<file path="config.mk">
export PLATFORM = sky130hd
export DESIGN_NAME = hex_update_arb_flat
export DESIGN_NICKNAME = d
export VERILOG_FILES = /design/src/rtl/hex_pkg.sv /design/src/rtl/hex_update_arb_if.sv /design/src/rtl/hex_update_arb_rr_arb.sv /design/src/rtl/hex_update_arb.sv /design/src/flat_wrapper.sv
export SDC_FILE = /design/constraint.sdc
export NUM_CORES = 1
export LEC_CHECK = 0
export BUFFER_PORTS_ARGS = -buffer_cell sky130_fd_sc_hd__buf_2
export CAP_MARGIN = 20
export CORE_MARGIN = 2
export CORE_UTILIZATION = 48
export DETAILED_ROUTE_END_ITERATION = 10
export GPL_ROUTABILITY_DRIVEN = 0
export PLACE_DENSITY = 0.84
export SYNTH_ARGS = -nofsm -noshare
export SYNTH_HDL_FRONTEND = slang
export SYNTH_HIERARCHICAL = 1
export SYNTH_SLANG_ARGS = --single-unit
</file>
<file path="constraint.sdc">
create_clock -name clk -period 2.08 [get_ports clk]
set_input_delay 0.312 -clock clk [delete_from_list [all_inputs] [get_ports clk]]
set_output_delay 0.312 -clock clk [all_outputs]
set_load 0.01 [all_outputs]
</file>
<file path="src/rtl/hex_pkg.sv">
// Shared types and constants for the arbitrated four-digit hex writer front end.
package hex_pkg;

    localparam int HEX_DIGITS = 4;
    localparam int HEX_NIB    = 4;
    localparam int HEX_WORD   = 16;

    typedef enum logic [1:0] {
        IDLE,
        WRITE,
        SPACE,
        DONE
    } state_t;

    function automatic logic [HEX_NIB-1:0] nibble(input logic [HEX_WORD-1:0] word,
                                                  input logic [1:0]          idx);
        return word[{idx, 2'b00} +: HEX_NIB];
    endfunction

endpackage

</file>
<file path="src/rtl/hex_update_arb_if.sv">
// Requester and hex-writer signal bundle; master drives requests, slave is the arbiter.
interface hex_update_arb_if #(
    parameter int NREQ = 2
);
    logic [NREQ-1:0]    req;
    logic [16*NREQ-1:0] data;
    logic [NREQ-1:0]    ack;
    logic               busy;
    logic [1:0]         owner;
    logic               hex_en;
    logic [3:0]         hex_val;
    logic [1:0]         hex_dig;

    modport master (
        output req, data,
        input  ack, busy, owner, hex_en, hex_val, hex_dig
    );

    modport slave (
        input  req, data,
        output ack, busy, owner, hex_en, hex_val, hex_dig
    );
endinterface

</file>
<file path="src/rtl/hex_update_arb_rr_arb.sv">
// Combinational round-robin picker: searches from (last+1) mod NREQ upward.
module rr_arb #(
    parameter int NREQ = 2
) (
    input  logic [NREQ-1:0] req,
    input  logic [1:0]      last,
    output logic [1:0]      gnt_idx,
    output logic            gnt_vld
);
    logic [1:0]      w_cand [NREQ];
    logic [NREQ-1:0] w_hit;

    genvar gi;
    generate
        for (gi = 0; gi < NREQ; gi++) begin : g_cand
            assign w_cand[gi] = 2'((32'(last) + gi + 1) % NREQ);
            assign w_hit[gi]  = |(req & (NREQ'(1) << w_cand[gi]));
        end
    endgenerate

    // Walk from lowest to highest priority so the nearest candidate wins last.
    always_comb begin
        gnt_idx = 2'd0;
        gnt_vld = 1'b0;
        for (int k = NREQ - 1; k >= 0; k--) begin
            if (w_hit[k]) begin
                gnt_idx = w_cand[k];
                gnt_vld = 1'b1;
            end
        end
    end
endmodule

</file>
<file path="src/rtl/hex_update_arb.sv">
// Shares one four-digit hex writer among NREQ requesters, writing one nibble per cycle
// with GAP idle cycles between digits and a one-cycle ack to the grantee at the end.
module hex_update_arb
    import hex_pkg::*;
#(
    parameter int NREQ = 2,
    parameter int GAP  = 0
) (
    input  logic             clk,
    input  logic             rst,
    hex_update_arb_if.slave  bus
);
    state_t            r_state, w_state_next;
    logic [15:0]       r_shadow, w_shadow_next;
    logic [1:0]        r_dig, w_dig_next;
    logic [3:0]        r_gap, w_gap_next;
    logic [1:0]        r_last, w_last_next;
    logic [1:0]        r_owner, w_owner_next;
    logic              r_hex_en, w_hex_en_next;
    logic [3:0]        r_hex_val, w_hex_val_next;
    logic [1:0]        r_hex_dig, w_hex_dig_next;
    logic [NREQ-1:0]   r_ack, w_ack_next;
    logic              r_busy, w_busy_next;

    logic [1:0]        w_gnt_idx;
    logic              w_gnt_vld;
    logic [15:0]       w_gnt_word;

    rr_arb #(.NREQ(NREQ)) u_rr_arb (
        .req     (bus.req),
        .last    (r_last),
        .gnt_idx (w_gnt_idx),
        .gnt_vld (w_gnt_vld)
    );

    always_comb begin
        w_gnt_word = '0;
        for (int i = 0; i < NREQ; i++) begin
            if (w_gnt_idx == 2'(i)) w_gnt_word = bus.data[16*i +: 16];
        end
    end

    // Outputs are computed for the state being entered so they appear registered.
    always_comb begin
        w_state_next   = r_state;
        w_shadow_next  = r_shadow;
        w_dig_next     = r_dig;
        w_gap_next     = r_gap;
        w_last_next    = r_last;
        w_owner_next   = r_owner;
        w_hex_en_next  = 1'b0;
        w_hex_val_next = r_hex_val;
        w_hex_dig_next = r_hex_dig;
        w_ack_next     = '0;
        w_busy_next    = 1'b0;
        case (r_state)
            IDLE: begin
                if (w_gnt_vld) begin
                    w_state_next   = WRITE;
                    w_shadow_next  = w_gnt_word;
                    w_owner_next   = w_gnt_idx;
                    w_dig_next     = 2'd0;
                    w_hex_en_next  = 1'b1;
                    w_hex_dig_next = 2'd0;
                    w_hex_val_next = nibble(w_gnt_word, 2'd0);
                    w_busy_next    = 1'b1;
                end
            end
            WRITE: begin
                w_busy_next = 1'b1;
                if (r_dig == 2'(HEX_DIGITS - 1)) begin
                    w_state_next = DONE;
                    w_ack_next   = NREQ'(1) << r_owner;
                end else if (GAP == 0) begin
                    w_dig_next     = r_dig + 2'd1;
                    w_hex_en_next  = 1'b1;
                    w_hex_dig_next = r_dig + 2'd1;
                    w_hex_val_next = nibble(r_shadow, r_dig + 2'd1);
                end else begin
                    w_state_next = SPACE;
                    w_gap_next   = 4'(GAP - 1);
                    w_dig_next   = r_dig + 2'd1;
                end
            end
            SPACE: begin
                w_busy_next = 1'b1;
                if (r_gap == 4'd0) begin
                    w_state_next   = WRITE;
                    w_hex_en_next  = 1'b1;
                    w_hex_dig_next = r_dig;
                    w_hex_val_next = nibble(r_shadow, r_dig);
                end else begin
                    w_gap_next = r_gap - 4'd1;
                end
            end
            DONE: begin
                w_state_next = IDLE;
                w_last_next  = r_owner;
            end
            default: w_state_next = IDLE;
        endcase
    end

    always_ff @(posedge clk or posedge rst) begin
        if (rst) begin
            r_state   <= IDLE;
            r_shadow  <= '0;
            r_dig     <= '0;
            r_gap     <= '0;
            r_last    <= 2'(NREQ - 1);
            r_owner   <= '0;
            r_hex_en  <= 1'b0;
            r_hex_val <= '0;
            r_hex_dig <= '0;
            r_ack     <= '0;
            r_busy    <= 1'b0;
        end else begin
            r_state   <= w_state_next;
            r_shadow  <= w_shadow_next;
            r_dig     <= w_dig_next;
            r_gap     <= w_gap_next;
            r_last    <= w_last_next;
            r_owner   <= w_owner_next;
            r_hex_en  <= w_hex_en_next;
            r_hex_val <= w_hex_val_next;
            r_hex_dig <= w_hex_dig_next;
            r_ack     <= w_ack_next;
            r_busy    <= w_busy_next;
        end
    end

    assign bus.ack     = r_ack;
    assign bus.busy    = r_busy;
    assign bus.owner   = r_owner;
    assign bus.hex_en  = r_hex_en;
    assign bus.hex_val = r_hex_val;
    assign bus.hex_dig = r_hex_dig;
endmodule

</file>
<file path="src/flat_wrapper.sv">
// flat-port wrapper written by rule: the top's interface ports become plain ports
module hex_update_arb_flat import hex_pkg::*;
#(
    parameter int NREQ = 2,
    parameter int GAP  = 0
)
  (clk, rst, bus_req, bus_data, bus_ack, bus_busy, bus_owner, bus_hex_en, bus_hex_val, bus_hex_dig);
  hex_update_arb_if #(.NREQ(NREQ)) bus_i ();
  input  logic clk;
  input  logic rst;
  input wire logic [$bits(bus_i.req)-1:0] bus_req;
  input wire logic [$bits(bus_i.data)-1:0] bus_data;
  output wire logic [$bits(bus_i.ack)-1:0] bus_ack;
  output wire logic [$bits(bus_i.busy)-1:0] bus_busy;
  output wire logic [$bits(bus_i.owner)-1:0] bus_owner;
  output wire logic [$bits(bus_i.hex_en)-1:0] bus_hex_en;
  output wire logic [$bits(bus_i.hex_val)-1:0] bus_hex_val;
  output wire logic [$bits(bus_i.hex_dig)-1:0] bus_hex_dig;
  assign bus_i.req = bus_req;
  assign bus_i.data = bus_data;
  assign bus_ack = bus_i.ack;
  assign bus_busy = bus_i.busy;
  assign bus_owner = bus_i.owner;
  assign bus_hex_en = bus_i.hex_en;
  assign bus_hex_val = bus_i.hex_val;
  assign bus_hex_dig = bus_i.hex_dig;
  hex_update_arb #(.NREQ(NREQ), .GAP(GAP)) u_core (.clk(clk), .rst(rst), .bus(bus_i));
endmodule
</file>
# Word level (Yosys, flattened, before mapping)
# Cells that the tools add are included.
[classes]
addsub = 4
n_bitwise = 3
mux = 26
reduce_logical = 13
n_eq_ne = 9
n_shift = 5
[ops]
columns = ["op", "count"]
rows = [
  ["16-bit 2-to-1 mux", 2],
  ["16-bit by 5-bit variable part select with 4-bit output", 2],
  ["2-bit 2-to-1 mux", 9],
  ["4-bit 2-to-1 mux", 3],
  ["4-bit case mux with 3 select lines", 1],
  ["2-bit case mux with 4 select lines", 1],
  ["2-bit == test (second input constant)", 3],
  ["1-bit 2-to-1 mux", 6],
  ["2-bit case mux with 3 select lines", 1],
  ["3-bit AND reduction", 2],
  ["2-bit OR reduction", 3],
  ["2-bit bitwise AND", 2],
  ["2-bit by 1-bit == test with 1-bit output (second input constant)", 2],
  ["2-bit logical NOT", 2],
  ["4-bit logical NOT", 1],
  ["2-bit by 1-bit != test with 1-bit output (second input constant)", 2],
  ["2-bit != test (second input constant)", 2],
  ["2-bit case mux with 2 select lines", 1],
  ["2-bit AND reduction", 2],
  ["4-bit AND reduction", 1],
  ["1-bit by 1-bit left shift with 2-bit output (first input constant)", 2],
  ["4-bit by 1-bit subtractor with 4-bit output (second input constant)", 1],
  ["1-bit case mux with 3 select lines", 1],
  ["3-bit nonzero test", 1],
  ["other kinds (6)", 7],
]
[word_totals]
output_inout_bits = 12
input_bits = 36
register_bits = 37
wordCells = 71

# Longest topological paths before layout
# Gate-level depths: netlist of run 1.
[depth]
depth_word = 12
ltp_mapped = 8
mapped_depth_nobuf = 6

# Hierarchy
# The synthesis of run 1 kept the hierarchy.
[modules_own_cells]
columns = ["module", "instances", "cells_each", "seq_area_each_um2", "area_per_inst_um2"]
rows = [
  ["hex_update_arb", 1, 178, 952.2, 1946.9],
  ["rr_arb", 1, 4, 0.0, 25.0],
]

# Least setup slack after synthesis of run 1
# No wires, ideal clock.
[synth_timing]
kind = "reg2reg"
start = "register u_core.r_state[0]"
end = "register u_core.r_hex_val[2] (netlist: u_core/bus.hex_val[2])"
stages_incl_launch_ff = 7
setup_ps = 122
required_time_ps = 1958
n_path_buf = 0
synth_period_minus_slack_ps = 2026
slack_ps = 54
arrival_time_ps = 1904
cell_sequence = "dfrtp_1 -> inv_1 -> ha_1 -> xnor2_1 -> mux4_1 -> a21oi_1 -> a21oi_1"
[synth_via]
elab_chain_len = 3
word_cells_on_any_way = 9
classes_between = "5 x eq/ne; 1 x mux; 3 x reduce/logical"
[synth_rtl]
columns = ["element", "line", "rtl"]
rows = [
  ["from (decl)", "hex_update_arb.sv:13", "state_t r_state, w_state_next;"],
  ["from (signal assigned)", "hex_update_arb.sv:118", "r_state <= w_state_next;"],
  ["2-bit == test (tied with other cells)", "hex_update_arb.sv:56", "case (r_state)"],
  ["2-bit by 1-bit != test with 1-bit output (no source line) (tied with other cells)", "-", ""],
  ["4-bit AND reduction (no source line)", "-", ""],
  ["to (signal assigned)", "hex_update_arb.sv:125", "r_hex_val <= w_hex_val_next;"],
  ["to (decl)", "hex_update_arb.sv:20", "logic [3:0] r_hex_val, w_hex_val_next;"],
]
# Several ways; a longest one is shown, not always the timed one.
# A chain may end at the register's enable or synchronous reset.

# Worst setup path in the final report of run 1
# Ends and elaborated chain as after synthesis.

==> results of run 1 <==
cells in the final DEF (no fill, tap or decap), types with 2 or more instances in the layout:
| master | instances |
|---|---|
| buf_2 | 47 |
| dfrtp_1 | 36 |
| nand2_1 | 24 |
| mux2i_1 | 18 |
| o21ai_0 | 17 |
| a21oi_1 | 9 |
| nor3_1 | 7 |
| ha_1 | 7 |
| clkbuf_8 | 6 |
| nor2_1 | 6 |
| inv_1 | 5 |
| mux2_2 | 5 |
| buf_4 | 5 |
| o31ai_1 | 4 |
| nand2b_1 | 3 |
| a22o_1 | 3 |
| mux4_2 | 3 |
| xnor2_1 | 2 |
flip-flops by register name, summed over array words and instances (netlist names), 2 cells and up:
name,cells
u_core/r_shadow,16
u_core/bus.hex_dig,2
u_core/bus.ack,2
u_core/r_state,2
u_core/r_dig,2
u_core/bus.hex_val,4
u_core/bus.owner,2
u_core/r_gap,4
power by group through the flow:
stage / registers, mW / logic (mW) / clock network, mW
floorplan: 1.21 / 1.12 / 0
global placement: 1.20 / 1.46 / 0
detailed placement: 1.21 / 1.52 / 0
CTS: 1.20 / 1.52 / 0.508
global route: 1.24 / 1.71 / 0.537
finish: 1.20 / 1.52 / 0.500
per-layer routing:
layer | global-route usage | up-vias | share of wire
met5 | 0 | - | 0
met4 | 0.0791 | 0 | 0.018
met3 | 0.0483 | 5 | 0.048
met2 | 0.287 | 37 | 0.47
li1 | - | 729 | -
met1 | 0.242 | 698 | 0.47
how the worst min path moves through the flow:
stage	end	slack, ps	depth (start not counted)
after detailed placement	u_core/bus.owner[0]$_DFFE_PP0P_	440	3
after global placement	u_core/bus.owner[0]$_DFFE_PP0P_	440	3
after global routing	u_core/bus.hex_dig[1]$_DFFE_PP0P_	170	3
after floorplan	u_core/r_shadow[2]$_DFFE_PP0P_	440	2
final	u_core/r_shadow[12]$_DFFE_PP0P_	120	3
after CTS	u_core/r_shadow[14]$_DFFE_PP0P_	130	3
area by class of cell:
cell class	instances	area (um^2)	share of cell area
Multi-Input combinational cell	127	945	0.408
Inverter	6	22.5	0.00972
Sequential cell	37	927	0.400
Clock buffer	7	86.3	0.0373
Timing Repair Buffer	52	273	0.118
Tap cell	50	62.6	0.0270
critical path, delay by kind of cell, from the launching register on:
| family | cells | cell delay [ps] |
|---|---|---|
| adders and majority gates | 1 | 220 |
| DFF | 1 | 420 |
| AOI/OAI and AO/OA | 2 | 240 |
| buffers and inverters | 2 | 270 |
| muxes | 1 | 570 |
| xor gates and xnor gates | 1 | 120 |
stage by stage:
| stage | setup WS, ps | instances |
|---|---|---|
| after floorplan | 53.9 | 180 |
| after global placement | 161 | 272 |
| after detailed placement | 38.0 | 272 |
| after CTS | 29.3 | 279 |
| after global routing | 4.61 | 279 |
| final | 130 | 279 |
repair_timing:
action / CTS / global route
gates resized for setup: 0 / 3
endpoints found under the hold margin: 0 / 0
setup endpoints to repair: 0 / 3
==> out/metrics.cfg, run 1 <==
[status]
status = completed

[global_routing]
track_usage = 0.184
grt_max_degree = 38
grt_pass1_wl_mm = 6.18
grt_pass1_vias = 1413
gr-total-overflow = 0
grt_antenna_before_repair = 0

[sta]
finalHoldViolCount = 0
setup_tns_ps = 0
rsz0062_at_grt = no
hold_slack_ps = 115
clock.fmax_mhz = 513
finalMaxSlewViolations = 0
clock_skew_ps = 6.55
setup_viol = 0
min_period_ps = 1950
finalCritPeriodShare = 0.938

[logic_synthesis]
syn_area_mm2 = 0.00194
avgSynthCellArea_um2 = 10.8
ys_warn_count = 6
synth_nets = 224
netlist_instances = 180

[power]
powerDensity_mw_per_mm2 = 1390
swShare = 0.371
ir_worst_vdd_uv = 796
p_seq_frac = 0.372
p_leak_nw = 1.13
internal_power_mw = 2.03
power_mw = 3.22
netSwitchingPower_mw = 1.20
p_clk_frac = 0.155
p_comb_frac = 0.473

[setup_path]
r2r_end = u_core/bus.hex_val[2]$_DFFE_PP0P_
cp.arrival_ps = 2130
crit_path_max_fanout = 4
r2r_cells = 7
critPathSlowestCell = mux4_1
crit_type = reg2reg
crit_end = u_core/bus.hex_val[2]$_DFFE_PP0P_
worstSetupStartpointType = flop
cp_data_required_time_ps = 2250
worstPathCellList = inv_2 > ha_2 > xnor2_1 > buf_4 > mux4_1 > a21oi_2 > a21oi_1
crit_start = u_core/r_state[0]$_DFFE_PP0P_
cpPeakStageDelay_ps = 570
r2r_start = u_core/r_state[0]$_DFFE_PP0P_
cp-end-kind = flop
ff2ff_setup_slack_ps = 130

[detailed_routing]
drt_first_iter_violations = 33
wl_mm = 3.61
drc_errors = 0
vias_per_cell = 5.27
firstDrtPassIters = 4
vias = 1469
final_antenna_net_count = 0
wl_per_cell_um = 12.9

[layout]
fillers = 317
post-route-cell-area_mm2 = 0.00232
antennaDiodeCount = 0
nNetsFinal = 273
syn_to_final_growth_pct = 19.7
drive_gt1_frac = 0.323
final_util = 0.587

[die]
fp.dieArea_mm2 = 0.00456
fp.coreArea_mm2 = 0.00394
die_w_um = 67.5
initial_core_util = 0.491
die_h_um = 67.5
row_count = 23
io_pins = 48

[clock_network]
post-cts-setup-buffers = 0
cts_sinks = 37
cts_buffers = 5
clock_path_buffers = 2
hold_buffers = 0
cts_tree = done
root_buffer = clkbuf_8
clk_latency_ps = 290
h-tree-depth = 2
clk_pin_slew_ps = 70

[place]
postPlaceCellArea_mm2 = 0.00222
dpl.hpwl_mm = 2.72
io_buffers = 47

[worst_hold_path]
hp-class = in2async

[flow_run]
cap_violations = 0

Note: power is estimated with default switching activity, not from simulation.
==> run 2, diff against run 1 <==
Settings changed: CORE_ASPECT_RATIO set to 1.2, PLACE_DENSITY 0.84 to 0.76.
==> out/metrics.cfg, run 2 (synthesized netlist as in run 1, its figures left out) <==
[status]
status = completed  ; unchanged

[power]
powerDensity_mw_per_mm2 = 1390  ; about the same
power_mw = 3.24  ; was 3.22 mW
p_leak_nw = 1.15  ; was 1.13 nW
ir_worst_vdd_uv = 668  ; was 796 uV

[clock_network]
clock_path_buffers = 2  ; unchanged
cts_buffers = 5  ; unchanged
clk_pin_slew_ps = 70  ; about the same
cts_tree = done  ; unchanged
cts_sinks = 37  ; unchanged
hold_buffers = 0  ; unchanged
clk_latency_ps = 280  ; was 290 ps
root_buffer = clkbuf_8  ; unchanged
h-tree-depth = 2  ; unchanged

[layout]
final_cell_mix = buf_2, dfrtp_1, nand2_1, mux2i_1, o21ai_0  ; unchanged
final_util = 0.598  ; was 0.587
largest-register = u_core/r_shadow  ; unchanged
syn_to_final_growth_pct = 20.9  ; was 19.7%
drive_gt1_frac = 0.323  ; about the same
fillers = 364  ; was 317
antennaDiodeCount = 0  ; unchanged
multiInputGateArea_um2 = 941  ; was 945 um^2
final-seq-area_um2 = 927  ; unchanged
fin_cells = 286  ; was 279
nNetsFinal = 276  ; was 273
post-route-cell-area_mm2 = 0.00234  ; was 0.00232 mm^2
largest_register_ffs = 16  ; unchanged
final_common_cell = buf_2  ; unchanged

[sta]
setup_viol = 0  ; unchanged
min_period_ps = 2030  ; was 1950 ps
finalHoldViolCount = 0  ; unchanged
finalCritPeriodShare = 0.977  ; was 0.938
hold_slack_ps = 124  ; was 115 ps
clock_skew_ps = 4.27  ; was 6.55 ps
finalMaxSlewViolations = 0  ; unchanged
clock.fmax_mhz = 492  ; was 513 MHz

[setup_path]
r2r_start = u_core/r_state[0]$_DFFE_PP0P_  ; unchanged
crit_path_max_fanout = 4  ; unchanged
cp.arrival_ps = 2190  ; was 2130 ps
r2r_cells = 6  ; was 7
crit_type = reg2reg  ; unchanged
cp_data_required_time_ps = 2240  ; was 2250 ps
r2r_end = u_core/bus.hex_val[0]$_DFFE_PP0P_  ; was u_core/bus.hex_val[2]$_DFFE_PP0P_
ff2ff_setup_slack_ps = 50  ; was 130 ps
worstSetupStartpointType = flop  ; unchanged
cp-end-kind = flop  ; unchanged

[detailed_routing]
drc_errors = 0  ; unchanged
vias_per_cell = 5.15  ; was 5.27
wl_per_cell_um = 13.4  ; was 12.9 um
firstDrtPassIters = 4  ; unchanged
final_antenna_net_count = 0  ; unchanged
drt_first_iter_violations = 38  ; was 33
wl_mm = 3.83  ; was 3.61 mm
vias = 1472  ; was 1469

[die]
fp.dieArea_mm2 = 0.00456  ; about the same
row_count = 25  ; was 23
die_w_um = 62.0  ; was 67.5 um
die_h_um = 73.6  ; was 67.5 um
initial_core_util = 0.495  ; was 0.491
fp.coreArea_mm2 = 0.00391  ; was 0.00394 mm^2
io_pins = 48  ; unchanged

[global_routing]
grt_max_degree = 38  ; unchanged
grt_pass1_vias = 1432  ; was 1413
track_usage = 0.192  ; was 0.184
gr-usage-met3 = 0.0475  ; was 0.0483
grt_pass1_wl_mm = 6.43  ; was 6.18 mm
gr-total-overflow = 0  ; unchanged
met1_usage = 0.247  ; was 0.242
gr-max-usage-layer = met2  ; unchanged
grt_use_met2 = 0.311  ; was 0.287
grt_antenna_before_repair = 0  ; unchanged

[place]
dpl.hpwl_mm = 2.97  ; was 2.72 mm
dp_cells = 277  ; was 272
postPlaceCellArea_mm2 = 0.00224  ; was 0.00222 mm^2
io_buffers = 47  ; unchanged

[worst_hold_path]
hp-class = in2async  ; unchanged

[flow_run]
cap_violations = 0  ; unchanged

-- run 2: changes by cell type in the layout (fill, tap and decap cells not counted) --
cell     delta
a21oi_2     -1
buf_4       +3
a21oi_1     +1
inv_2       -1
inv_1       +1
-- run 2: what timing repair did --
| item | in CTS | in global routing |
|---|---|---|
| setup endpoints to repair | 0 | 4 |
| endpoints found under the hold margin | 0 | 0 |
| resized for setup | 0 | 1 |
| setup buffers | 0 | 2 |
-- run 2: how the worst max path moves through the flow --
stage,from,end
floorplan,u_core/r_state[0]$_DFFE_PP0P_,u_core/bus.hex_val[2]$_DFFE_PP0P_
global placement,u_core/r_state[0]$_DFFE_PP0P_,u_core/bus.hex_val[2]$_DFFE_PP0P_
detailed placement,u_core/r_state[0]$_DFFE_PP0P_,u_core/bus.hex_val[0]$_DFFE_PP0P_
CTS,u_core/r_state[0]$_DFFE_PP0P_,u_core/bus.hex_val[0]$_DFFE_PP0P_
global route,u_core/r_state[0]$_DFFE_PP0P_,u_core/bus.hex_val[2]$_DFFE_PP0P_
finish,u_core/r_state[0]$_DFFE_PP0P_,u_core/bus.hex_val[0]$_DFFE_PP0P_
-- run 2: per-layer routing --
layer	routed length, um	part of all wire	vias to the layer above
met5	0	0	-
met4	34	0.0089	0
met3	169	0.044	2
met2	2050	0.53	45
met1	1580	0.41	692
li1	-	-	733
-- run 2: metrics by stage --
step           worst slack, ps  TNS, ps
2_1_floorplan             53.9        0
3_3_place_gp               159        0
3_5_place_dp              38.6        0
4_1_cts                   30.7        0
5_1_grt                  -31.8    -77.9
6_report                  48.8        0
-- run 2: worst max-delay path, stage by stage (launching register included) --
cell     delay (ps)
dfrtp_1         420
inv_1           150
ha_2            250
mux2_2          400
mux4_2          440
a21oi_1         180
a21oi_1          80
-- run 2: cell type report --
| class | count | area share |
|---|---|---|
| Multi-Input combinational cell | 127 | 0.402 |
| Sequential cell | 37 | 0.396 |
| Timing Repair Buffer | 55 | 0.126 |
| Clock buffer | 7 | 0.0369 |
| Tap cell | 54 | 0.0289 |
| Inverter | 6 | 0.00963 |
-- run 2: report_power, final --
group / internal [mW] / switching (mW)
Sequential: 1.01 / 0.186
Combinational: 0.767 / 0.792
Clock: 0.263 / 0.223
Total: 2.04 / 1.20
